**config.mk**
```make
export PLATFORM = sky130hd
export DESIGN_NAME = tdm_demux8
export DESIGN_NICKNAME = d
export VERILOG_FILES = /design/src/rtl/tdm_demux8.sv
export SDC_FILE = /design/constraint.sdc
export NUM_CORES = 1
export LEC_CHECK = 0
export CAP_MARGIN = 20
export CORE_UTILIZATION = 36
export CTS_CLUSTER_SIZE = 20
export DETAILED_ROUTE_END_ITERATION = 10
export GPL_ROUTABILITY_DRIVEN = 0
export SYNTH_ARGS = -nofsm -noshare
export SYNTH_HDL_FRONTEND = slang
export SYNTH_SLANG_ARGS = --single-unit
```
**constraint.sdc**
```tcl
create_clock -name clk -period 6.1 [get_ports clk]
set_input_delay 1.83 -clock clk [delete_from_list [all_inputs] [get_ports clk]]
set_output_delay 1.83 -clock clk [all_outputs]
set_load 0.05 [all_outputs]
```
**src/rtl/tdm_demux8.sv**
```systemverilog
// tdm_demux8: receive end of an 8:1 time-division link.
// Tracks the slot index, collects one W-bit sample per slot into a shadow
// register and publishes a complete 8-channel frame on a registered bus.
//
// Ports:
//   clk         rising-edge clock
//   rst_n       asynchronous active-low reset
//   en          slot strobe; one slot consumed per cycle with en=1
//   D           serial slot data (channel i carried in slot i)
//   frame_sync  marks the slot-0 cycle; qualified by en
//   O           frame output; channel i at O[i*W +: W]
//   frame_valid one-cycle pulse: O holds a newly completed frame
//   S           current expected slot index
//   locked      frame alignment acquired
//   sync_err    one-cycle pulse: frame_sync arrived mid-frame
module tdm_demux8 #(
   parameter int unsigned W = 1
) (
   input  logic           clk,
   input  logic           rst_n,
   input  logic           en,
   input  logic [W-1:0]   D,
   input  logic           frame_sync,
   output logic [8*W-1:0] O,
   output logic           frame_valid,
   output logic [2:0]     S,
   output logic           locked,
   output logic           sync_err
);

   typedef enum logic [0:0] {StUnlocked, StLocked} state_e;

   state_e         state_q, state_d;
   logic [2:0]     s_q, s_d;
   // Slot 7 is never stored: it goes straight from D into the published frame.
   logic [7*W-1:0] shadow_q, shadow_d;
   logic [8*W-1:0] o_q, o_d;
   logic           fv_q, fv_d;
   logic           se_q, se_d;

   always_comb begin
      state_d  = state_q;
      s_d      = s_q;
      shadow_d = shadow_q;
      o_d      = o_q;
      fv_d     = 1'b0;
      se_d     = 1'b0;
      if (en) begin
         unique case (state_q)
            StUnlocked: begin
               if (frame_sync) begin
                  shadow_d[W-1:0] = D;
                  s_d             = 3'd1;
                  state_d         = StLocked;
               end
            end
            StLocked: begin
               if (frame_sync && (s_q != 3'd0)) begin
                  // Misaligned sync: drop the partial frame and restart at slot 1.
                  se_d            = 1'b1;
                  shadow_d[W-1:0] = D;
                  s_d             = 3'd1;
               end else if (s_q == 3'd7) begin
                  o_d  = {D, shadow_q};
                  fv_d = 1'b1;
                  s_d  = 3'd0;
               end else begin
                  shadow_d[int'(s_q)*W +: W] = D;
                  s_d                        = s_q + 3'd1;
               end
            end
            default: state_d = StUnlocked;
         endcase
      end
   end

   always_ff @(posedge clk or negedge rst_n) begin
      if (!rst_n) begin
         state_q  <= StUnlocked;
         s_q      <= 3'd0;
         shadow_q <= '0;
         o_q      <= '0;
         fv_q     <= 1'b0;
         se_q     <= 1'b0;
      end else begin
         state_q  <= state_d;
         s_q      <= s_d;
         shadow_q <= shadow_d;
         o_q      <= o_d;
         fv_q     <= fv_d;
         se_q     <= se_d;
      end
   end

   assign O           = o_q;
   assign frame_valid = fv_q;
   assign S           = s_q;
   assign locked      = (state_q == StLocked);
   assign sync_err    = se_q;

endmodule

```
# Word-level counts from Yosys, hierarchy flattened
# Index checks and enable logic that the tools add are counted.
# totals
ff_bits	21
latch_bits	0
mem_bits_rw	0
romBits	0
output_inout_bits	14
wordCells	41
mem_count	0
# op_classes
n_addsub	2
multipliers	0
div_mod_pow	0
n_lt_le_gt_ge	0
n_eq_ne	3
n_shift	2
n_mux	18
bitwise_logic	3
reduce_logical	6
# ops
op	n
3-bit negation with 34-bit output	1
1-bit by 34-bit variable shift with 7-bit output, first input constant	1
1-bit by 34-bit variable part select with 7-bit output	1
1-bit two-way mux	12
3-bit two-way mux	3
4-bit AND reduction	2
7-bit bitwise mux	1
3-bit case mux with 2 select lines	1
3-bit by 1-bit adder with 3-bit output, second input constant	1
3-bit equality test, second input constant	1
3-bit != test, second input constant	1
1-bit inverter	3
3-bit AND reduction	1
3-bit nonzero test	1
2-bit != test, second input constant	1
1-bit case mux with 2 select lines	1
2-bit AND reduction	1
1-bit logical AND	1

# Longest topological paths before layout
# Gate-level depths: netlist of the first run.
# logic_depth
word_depth	6
ltp_mapped	8

# Worst setup path before layout of the first run
# No wires, ideal clock.
# synth_path
kind	input to register
start	input port frame_sync
end	register shadow_q[2]
setup_ps	128
arrival_ps	2767
required_ps	5972
setup_slack_ps	3206
path_stages	4
n_path_buf	0
path_cell_list	nor2b_2 > nor3_4 > nor4b_2 > mux2_1
# synth_between
elab_chain_cells	3
# synth_rtl
item	line_no	text
from (decl)	23	input logic frame_sync,
1-bit logical AND	58	if (frame_sync && (s_q != 3'd0)) begin
1-bit inverter (no line)	n/a	
4-bit AND reduction (no line)	n/a	
to (signal assigned)	88	shadow_q <= shadow_d;
to (decl)	36	logic [7*W-1:0] shadow_q, shadow_d;
# No other way between the ends.
# A chain may end at the register's enable or synchronous reset.

# Worst setup path after layout of the first run
# layout_path
start	register s_q[0], in the netlist S[0]
end	output port S[0]
# layout_rtl
item	line_no	text
from (decl)	34	logic [2:0] s_q, s_d;
from (signal assigned)	80	s_q <= 3'd0;
from (signal assigned)	87	s_q <= s_d;
to (decl)	26	output logic [2:0] S,
# No word-level cell between the ends.

==> results of run 1 <==
-- worst paths after layout --
kind / cells after the start / startpoint / to / slack, ps
min: 1 / shadow_q[2] / shadow_q[2] / 510
max in group asynchronous: 1 / rst_n / O[7] / 3480
min reg2reg: 1 / shadow_q[2] / shadow_q[2] / 510
max: 1 / S[0] / S[0] / 2480
min in group asynchronous: 1 / rst_n / S[1] / 2040
max reg2reg: 7 / S[0] / shadow_q[0] / 3800
-- Yosys cell counts (all sizes together) --
cell type  instances
nor2b              2
nand2b             2
o21ai              2
nand2              6
nor3               2
mux2              15
a22o               2
buf                1
nor4               1
inv                4
nor3b              1
nand4              1
ha                 4
a21o               1
nor2               3
a31oi              1
a21boi             1
nand3b             1
dfrtp             21
nand3              2
nor4b              4
-- per-layer routing --
metal	vias up	track usage [%]	share of wire, %
li1	319	-	-
met5	-	0	0
met1	319	19.8	50
met4	0	6.41	1.7
met3	4	3.61	3.6
met2	13	20.9	45
-- logic make-up after synthesis --
kind of cell,count (synthesis)
AO/OA/AOI/OAI,7
adder cells (fa/ha/maj),4
buffers and inverters,5
flip-flops,21
multiplexers,15
AND/OR/NAND/NOR,25
-- cells in the final DEF (no fill, tap or decap), drive strengths merged, types with 3 or more instances in the layout --
cell type	netlist	routed
ha	4	4
nor4b	4	4
nand2	6	6
inv	4	4
nor2	3	3
clkbuf	0	4
dfrtp	21	21
clkdlybuf4s50	0	18
mux2	15	15
-- metrics by stage --
step | total power, mW | utilization, %
after floorplan | 0.442 | -
after global placement | 0.527 | 47.4
after detailed placement | 0.534 | 47.4
after CTS | 0.601 | 48.5
after global routing | 0.633 | 48.5
final | 0.595 | 48.5
-- area by class of cell --
type | count | area [um^2]
Sequential cell | 21 | 526
Fill cell | 231 | 1310
Timing Repair Buffer | 18 | 180
Inverter | 4 | 15.0
Tap cell | 30 | 37.5
Multi-Input combinational cell | 51 | 449
Clock buffer | 4 | 26.3
-- sequential cells by signal, indices dropped and copies added, names as in the netlist --
signal	count
sync_err	1
shadow_q	7
locked	1
S	3
frame_valid	1
O	8
-- power by group --
group	switching (mW)	total (mW)	internal [mW]
clock	0.0415	0.0670	0.0255
combinational	0.185	0.307	0.122
sequential	0.0342	0.221	0.187
total	0.261	0.595	0.334
==> run metrics, run 1 <==
synthesis-stage register bit count 21; die area 2980 um^2; final std cells w/o fill 128; quantity of I/O buffers inserted on ports 18; critical path type reg -> out; core area 2540 um^2; final critical-path share of the clock period 59.3%; first-pass GRT wire length 2920 um; die boundary height 54.6 um; count of unique library cells instantiated by Yosys 26; post-CTS setup buffers 0; CP Launch Type register; maximum fanout encountered on the critical timing path 11; tightest slew margin relative to the limit 37.0%; multiplexer share of the synthesized area 17.0%; Synthesis Warnings 0; H-tree depth 1; setup TNS 0 ps; DR vias/cell 5.12; Yosys top cell by area sky130_fd_sc_hd__dfrtp_1; pin count of the biggest net entering global routing 22; Placed Cells incl. Taps 124; HPWL after detailed placement 1210 um; max-cap viol count 0; iteration count of the initial detailed-routing pass 4; number of gates resized after cts 0; TritonCTS clock tree built; syn_area_per_cell 12.9 um^2; Root Buffer sky130_fd_sc_hd__clkbuf_4; type of the tightest min-delay check reg -> reg; violation count after the first detailed-routing iteration 3; number of buffers created by CTS 3; unrepaired setup endpoints after global routing false; number of placement rows 18; arithmetic-cell share of the synthesized area counting full adders, half adders and majority gates 5.03%; worst-skew pair later-pin latency 300 ps; status finished, final reports clean; post-synthesis cell area 995 um^2; sequential fraction of the synthesis area 52.8%; chip width 54.6 um; number of clock sinks seen by CTS 21; endpoint kind of the worst setup timing path output pin; maximum clock rate 0.276 GHz; global-route congestion overflow total 0; worst-path cell with the longest stage delay sky130_fd_sc_hd__clkdlybuf4s50_1; critical path required time 4270 ps; worst slack, placed 2600 ps; post-synthesis compound-gate area fraction 4.91%; total routing usage reported by global routing 14.3%; number of pins exceeding their max-slew limit in the final report 0; combinational family with the most area after synthesis simple AND/OR/NAND/NOR gates; setup-violating endpoint count in the final report 0; layout overhead on the synthesized area 24.0%; shortest period the worst path allows 3620 ps; number of global-route vias before repair 648; buffers and inverters on the worst path 1; leading post-synthesis cells by cell area sky130_fd_sc_hd__dfrtp_1 53%, sky130_fd_sc_hd__mux2_2 15%, sky130_fd_sc_hd__ha_1 5.0%; post-route design area 1230 um^2; final-stage net count 108; share of the synthesized area in the top cell type 52.8%; cells along the critical path clkdlybuf4s50_1; Top Family by Delay on Critical Path buffers and inverters; number of antenna repair diodes 0; clock transition at the register clock pins on the worst setup and hold paths after CTS 120 ps; Simple-Gate Fraction of Synth Area 18.2%; static leakage 0.551 nW; Crit path largest cell delay 880 ps; residual DRC count 0; antenna violation net count after detailed routing 0; CP Data Arrival Time 1790 ps; Cell Pwr Density 482 nW/um^2; final hold vios 0; crit path setup slack, layout 2480 ps; Peak VDD IR 0.000250 V; count of mapped cells out of synthesis 77; I/O pin cnt 19; Synth Area in XOR/XNOR 0%; total nets after synthesis 86; clock skew 7.40 ps; post-DR wirelength/cell 13.5 um; worst-margin pin slew 941 ps; standard cell area after detailed placement 1210 um^2; total of hold buffers inserted after clock tree synthesis 0; total number of vias 655; fraction of final layout cells with drive strength greater than 1 23.5%; worst-case hold slack 510 ps; Total Wirelength 1730 um; CTS Buffer Depth 2; starting utilization of the core area 39.1%; initial antenna violation count 0
(Power assumes the default switching activity.)
==> inputs of run 2 (changes only) <==
==> constraint.sdc (replaced) <==
create_clock -name clk -period 3.7 [get_ports clk]
set_input_delay 1.11 -clock clk [delete_from_list [all_inputs] [get_ports clk]]
set_output_delay 1.11 -clock clk [all_outputs]
set_load 0.05 [all_outputs]
==> run 2 against run 1 <==
Net effect: critical path depth unchanged; count of clock-buffer cells in the layout decreased by 1; worst hold slack got worse by 1.7 ps; first-iteration DRC count increased to 3.7 times the previous value; combinational power increased by 64%; worst setup slack got worse by 1700 ps; non-clock buffer count unchanged; clock power increased by 67%; core utilization about the same; global-route usage increased by 0.57 points.
==> run metrics, run 2 (synthesis gave the netlist of run 1 again) <==
status finished, final reports clean; CP Data Arrival Time 1810 ps; number of clock sinks seen by CTS 21; DR vias/cell 5.16; static leakage 0.554 nW; Tot Pwr 0.983 mW; number of gates resized after cts 0; setup TNS 0 ps; worst-margin pin slew 923 ps; post-route design area 1230 um^2; clock skew 4.32 ps; Root Buffer sky130_fd_sc_hd__clkbuf_4; Total Wirelength 1730 um; maximum clock rate 0.343 GHz; layout overhead on the synthesized area 24.2%; total number of vias 660; starting utilization of the core area 39.1%; CP Launch Type register; setup-violating endpoint count in the final report 0; number of placement rows 18; number of flip-flops in the largest register 8; endpoint kind of the worst setup timing path output pin; clock transition at the register clock pins on the worst setup and hold paths after CTS 120 ps; pin count of the biggest net entering global routing 22; residual DRC count 0; maximum fanout encountered on the critical timing path 11; die area 2980 um^2; cells along the critical path clkdlybuf4s50_1; iteration count of the initial detailed-routing pass 4; final critical-path share of the clock period 78.9%; chip width 54.6 um; worst-skew pair later-pin latency 310 ps; critical path type reg -> out; shortest period the worst path allows 2920 ps; Cell Pwr Density 796 nW/um^2; number of fill cells 236; die boundary height 54.6 um; max-cap viol count 0; worst-path cell with the longest stage delay sky130_fd_sc_hd__clkdlybuf4s50_1; core area 2540 um^2; total routing usage reported by global routing 14.9%; HPWL after detailed placement 1240 um; violation count after the first detailed-routing iteration 11; top library cells by usage in the layout, fill and taps aside 21 x sky130_fd_sc_hd__dfrtp_1, 18 x sky130_fd_sc_hd__clkdlybuf4s50_1, 13 x sky130_fd_sc_hd__mux2_2; I/O pin cnt 19; antenna violation net count after detailed routing 0; number of global-route vias before repair 642; buffers and inverters on the worst path 1; quantity of I/O buffers inserted on ports 18; Top Family by Delay on Critical Path buffers and inverters; Peak VDD IR 0.000415 V; number of buffers created by CTS 3; number of antenna repair diodes 0; total of hold buffers inserted after clock tree synthesis 0; Crit path largest cell delay 880 ps; number of pins exceeding their max-slew limit in the final report 0; post-CTS setup buffers 0; most frequent standard cell in the layout excluding fill and tap cells sky130_fd_sc_hd__dfrtp_1; global-route congestion overflow total 0; first-pass GRT wire length 2950 um; post-DR wirelength/cell 13.5 um; tightest slew margin relative to the limit 38.3%; unrepaired setup endpoints after global routing false; standard cell area after detailed placement 1210 um^2; final hold vios 0; initial antenna violation count 0; TritonCTS clock tree built; final-stage net count 108; H-tree depth 1; type of the tightest min-delay check reg -> reg; fraction of final layout cells with drive strength greater than 1 24.5%; CTS Buffer Depth 2; critical path required time 2590 ps
==> run 2: cell count changes in the layout (fill, tap and decap cells not counted), sizes merged <==
cell    previous run  this run
clkbuf             4         3
clkinv             0         1
==> run 2: worst paths after layout <==
path / slack (ps) / cells after the start / endpoint / start
worst max-delay path: 780 / 1 / S[0] / S[0]
worst max register to register: 1370 / 7 / shadow_q[0] / S[0]
min in group asynchronous: 1310 / 1 / O[2] / rst_n
worst min register to register: 510 / 1 / shadow_q[2] / shadow_q[2]
max in group asynchronous: 1830 / 1 / S[1] / rst_n
worst min-delay path: 510 / 1 / shadow_q[2] / shadow_q[2]
==> run 2: layer usage <==
metal	GRT usage (%)	vias to the layer above	share of wire [%]
met5	0	-	0
met4	10.3	0	2.8
li1	-	319	-
met1	20.2	320	47
met2	20.5	16	46
met3	3.61	5	4.1
==> run 2: per-stage QoR <==
step | util, % | setup slack, ps | hold WS (ps) | cells
after floorplan | - | 1260 | 454 | 77
after global placement | 47.4 | 969 | 481 | 124
after detailed placement | 47.4 | 933 | 481 | 124
after CTS | 48.5 | 770 | 517 | 128
after global routing | 48.5 | 709 | 532 | 128
final | 48.5 | 781 | 508 | 128
==> run 2: layout make-up <==
cell class | count | area [um^2] | area share, %
Sequential cell | 21 | 526 | 42.6
Clock buffer | 3 | 22.5 | 1.82
Tap cell | 30 | 37.5 | 3.04
Timing Repair Buffer | 18 | 180 | 14.6
Inverter | 4 | 15.0 | 1.22
Clock inverter | 1 | 5.00 | 0.405
Multi-Input combinational cell | 51 | 449 | 36.4
==> run 2: report_power, final <==
group	internal [mW]	switching, mW	leakage [nW]
combinational	0.200	0.306	0.265
clock	0.0404	0.0716	0.0177
sequential	0.309	0.0565	0.271
total	0.549	0.434	0.554
==> inputs of run 3 (changes only) <==
==> constraint.sdc (replaced) <==
create_clock -name clk -period 2.47 [get_ports clk]
set_input_delay 0.741 -clock clk [delete_from_list [all_inputs] [get_ports clk]]
set_output_delay 0.741 -clock clk [all_outputs]
set_load 0.05 [all_outputs]
==> run 3 against run 2 <==
Net effect: critical path depth unchanged; sequential share of layout area down 0.68 points; design area up 1.6%; clock power up 49%; register-to-register slack worse by 1000 ps; first-iteration DRC count down 45%; wire length up 2.0%; clock skew up 5.5 ps; largest cell class unchanged.
==> run metrics, run 3 (synthesis gave the netlist of run 1 again) <==
Placed Cells incl. Taps 127; cells along the critical path clkdlybuf4s50_1; Total Wirelength 1770 um; final hold vios 0; I/O pin cnt 19; depth of the worst hold-timing path 1; total number of vias 664; die boundary height 54.6 um; sequential group share of total power 36.5%; residual DRC count 0; post-DR wirelength/cell 13.5 um; Crit path largest cell delay 840 ps; H-tree depth 1; cell internal pwr 0.828 mW; number of antenna repair diodes 0; tightest slew margin relative to the limit 66.9%; cell count of the worst reg-to-reg path 7; setup-violating endpoint count in the final report 0; iteration count of the initial detailed-routing pass 3; DR vias/cell 5.07; fraction of final layout cells with drive strength greater than 1 27.7%; pin count of the biggest net entering global routing 22; combinational share of power 52.2%; shortest period the worst path allows 2330 ps; quantity of I/O buffers inserted on ports 18; critical path type reg -> out; capturing point of the worst reg2reg path shadow_q[0]; most frequent standard cell in the layout excluding fill and tap cells sky130_fd_sc_hd__dfrtp_1; HPWL after detailed placement 1290 um; Hold Path Sink shadow_q[2]; clock transition at the register clock pins on the worst setup and hold paths after CTS 110 ps; Cell Pwr Density 1170 nW/um^2; number of placement rows 18; max-cap viol count 0; unrepaired setup endpoints after global routing false; setup slack of the worst register-to-register path 330 ps; static leakage 0.569 nW; maximum fanout encountered on the critical timing path 7; switching share of power 43.8%; total routing usage reported by global routing 15.1%; chip width 54.6 um; maximum clock rate 0.428 GHz; Clock Power Share 11.3%; status finished, final reports clean; post-CTS setup buffers 0; number of clock sinks seen by CTS 21; CTS Buffer Depth 2; first-pass GRT wire length 2990 um; number of buffers created by CTS 3; final critical-path share of the clock period 94.5%; Critical R2R Launch S[0]; worst-margin pin slew 495 ps; TritonCTS clock tree built; worst-skew pair later-pin latency 310 ps; antenna violation net count after detailed routing 0; number of gates resized after cts 0; worst-path cell with the longest stage delay sky130_fd_sc_hd__clkdlybuf4s50_1; endpoint kind of the worst setup timing path output pin; total of hold buffers inserted after clock tree synthesis 0; critical path required time 1730 ps; violation count after the first detailed-routing iteration 6; number of fill cells 247; setup TNS 0 ps; top library cells by usage in the layout, fill and taps aside 21 x sky130_fd_sc_hd__dfrtp_1, 17 x sky130_fd_sc_hd__clkdlybuf4s50_1, 13 x sky130_fd_sc_hd__mux2_2; path length in cells of the critical path 1; global-route congestion overflow total 0; starting utilization of the core area 39.1%; type of the tightest min-delay check reg -> reg; CP Launch Type register; number of global-route vias before repair 649; number of pins exceeding their max-slew limit in the final report 0; Top Family by Delay on Critical Path buffers and inverters; number of flip-flops in the largest register 8; CP Data Arrival Time 1590 ps; layout overhead on the synthesized area 26.2%; Peak VDD IR 0.000671 V; clock skew 9.82 ps; net switching power 0.646 mW; buffers and inverters on the worst path 1; die area 2980 um^2; final-stage net count 111; Root Buffer sky130_fd_sc_hd__clkbuf_4; worst hold start shadow_q[2]; initial antenna violation count 0; core area 2540 um^2; final std cells w/o fill 131
[run 3: changes by cell type in the layout (fill, tap and decap cells not counted)]
cell	change
sky130_fd_sc_hd__buf_4	+4
sky130_fd_sc_hd__clkdlybuf4s50_1	-1
[run 3: layout make-up]
| type | instances | area (um^2) | area share (%) |
|---|---|---|---|
| Inverter | 4 | 15.0 | 1.20 |
| Clock inverter | 1 | 5.00 | 0.399 |
| Tap cell | 30 | 37.5 | 2.99 |
| Multi-Input combinational cell | 51 | 449 | 35.8 |
| Timing Repair Buffer | 21 | 200 | 16.0 |
| Sequential cell | 21 | 526 | 41.9 |
| Clock buffer | 3 | 22.5 | 1.79 |
[run 3: metal layers]
metal	track usage (%)	up-vias	wire length (um)
met2	22.0	12	795
met3	3.61	5	63
li1	-	324	-
met5	0	-	0
met1	19.7	323	853
met4	10.3	0	52
[run 3: power groups by stage]
stage	clock (mW)	combinational [mW]	sequential, mW
after detailed placement	0	0.773	0.548
final	0.167	0.770	0.537
after CTS	0.179	0.777	0.541
after floorplan	0	0.316	0.776
after global placement	0	0.769	0.541
after global routing	0.187	0.831	0.553
[run 3: worst max-delay path by stage]
stage           start           to  slack [ps]
2_1_floorplan    S[0]  shadow_q[0]          30
5_1_grt        locked       locked          60
6_report       locked       locked         140
3_3_place_gp       en  shadow_q[4]         140
4_1_cts          S[2]         S[2]         110
3_5_place_dp       en  shadow_q[4]          70
[run 3: metrics by stage]
step / util (%) / setup WS (ps) / area (um^2) / hold slack [ps] / power [mW]
6_report: 49.3 / 136 / 1250 / 508 / 1.47
5_1_grt: 49.3 / 63.4 / 1250 / 522 / 1.57
4_1_cts: 49.3 / 113 / 1250 / 513 / 1.50
3_5_place_dp: 48.2 / 67.9 / 1230 / 480 / 1.32
3_3_place_gp: 48.2 / 138 / 1230 / 482 / 1.31
2_1_floorplan: - / 30.4 / 995 / 445 / 1.09
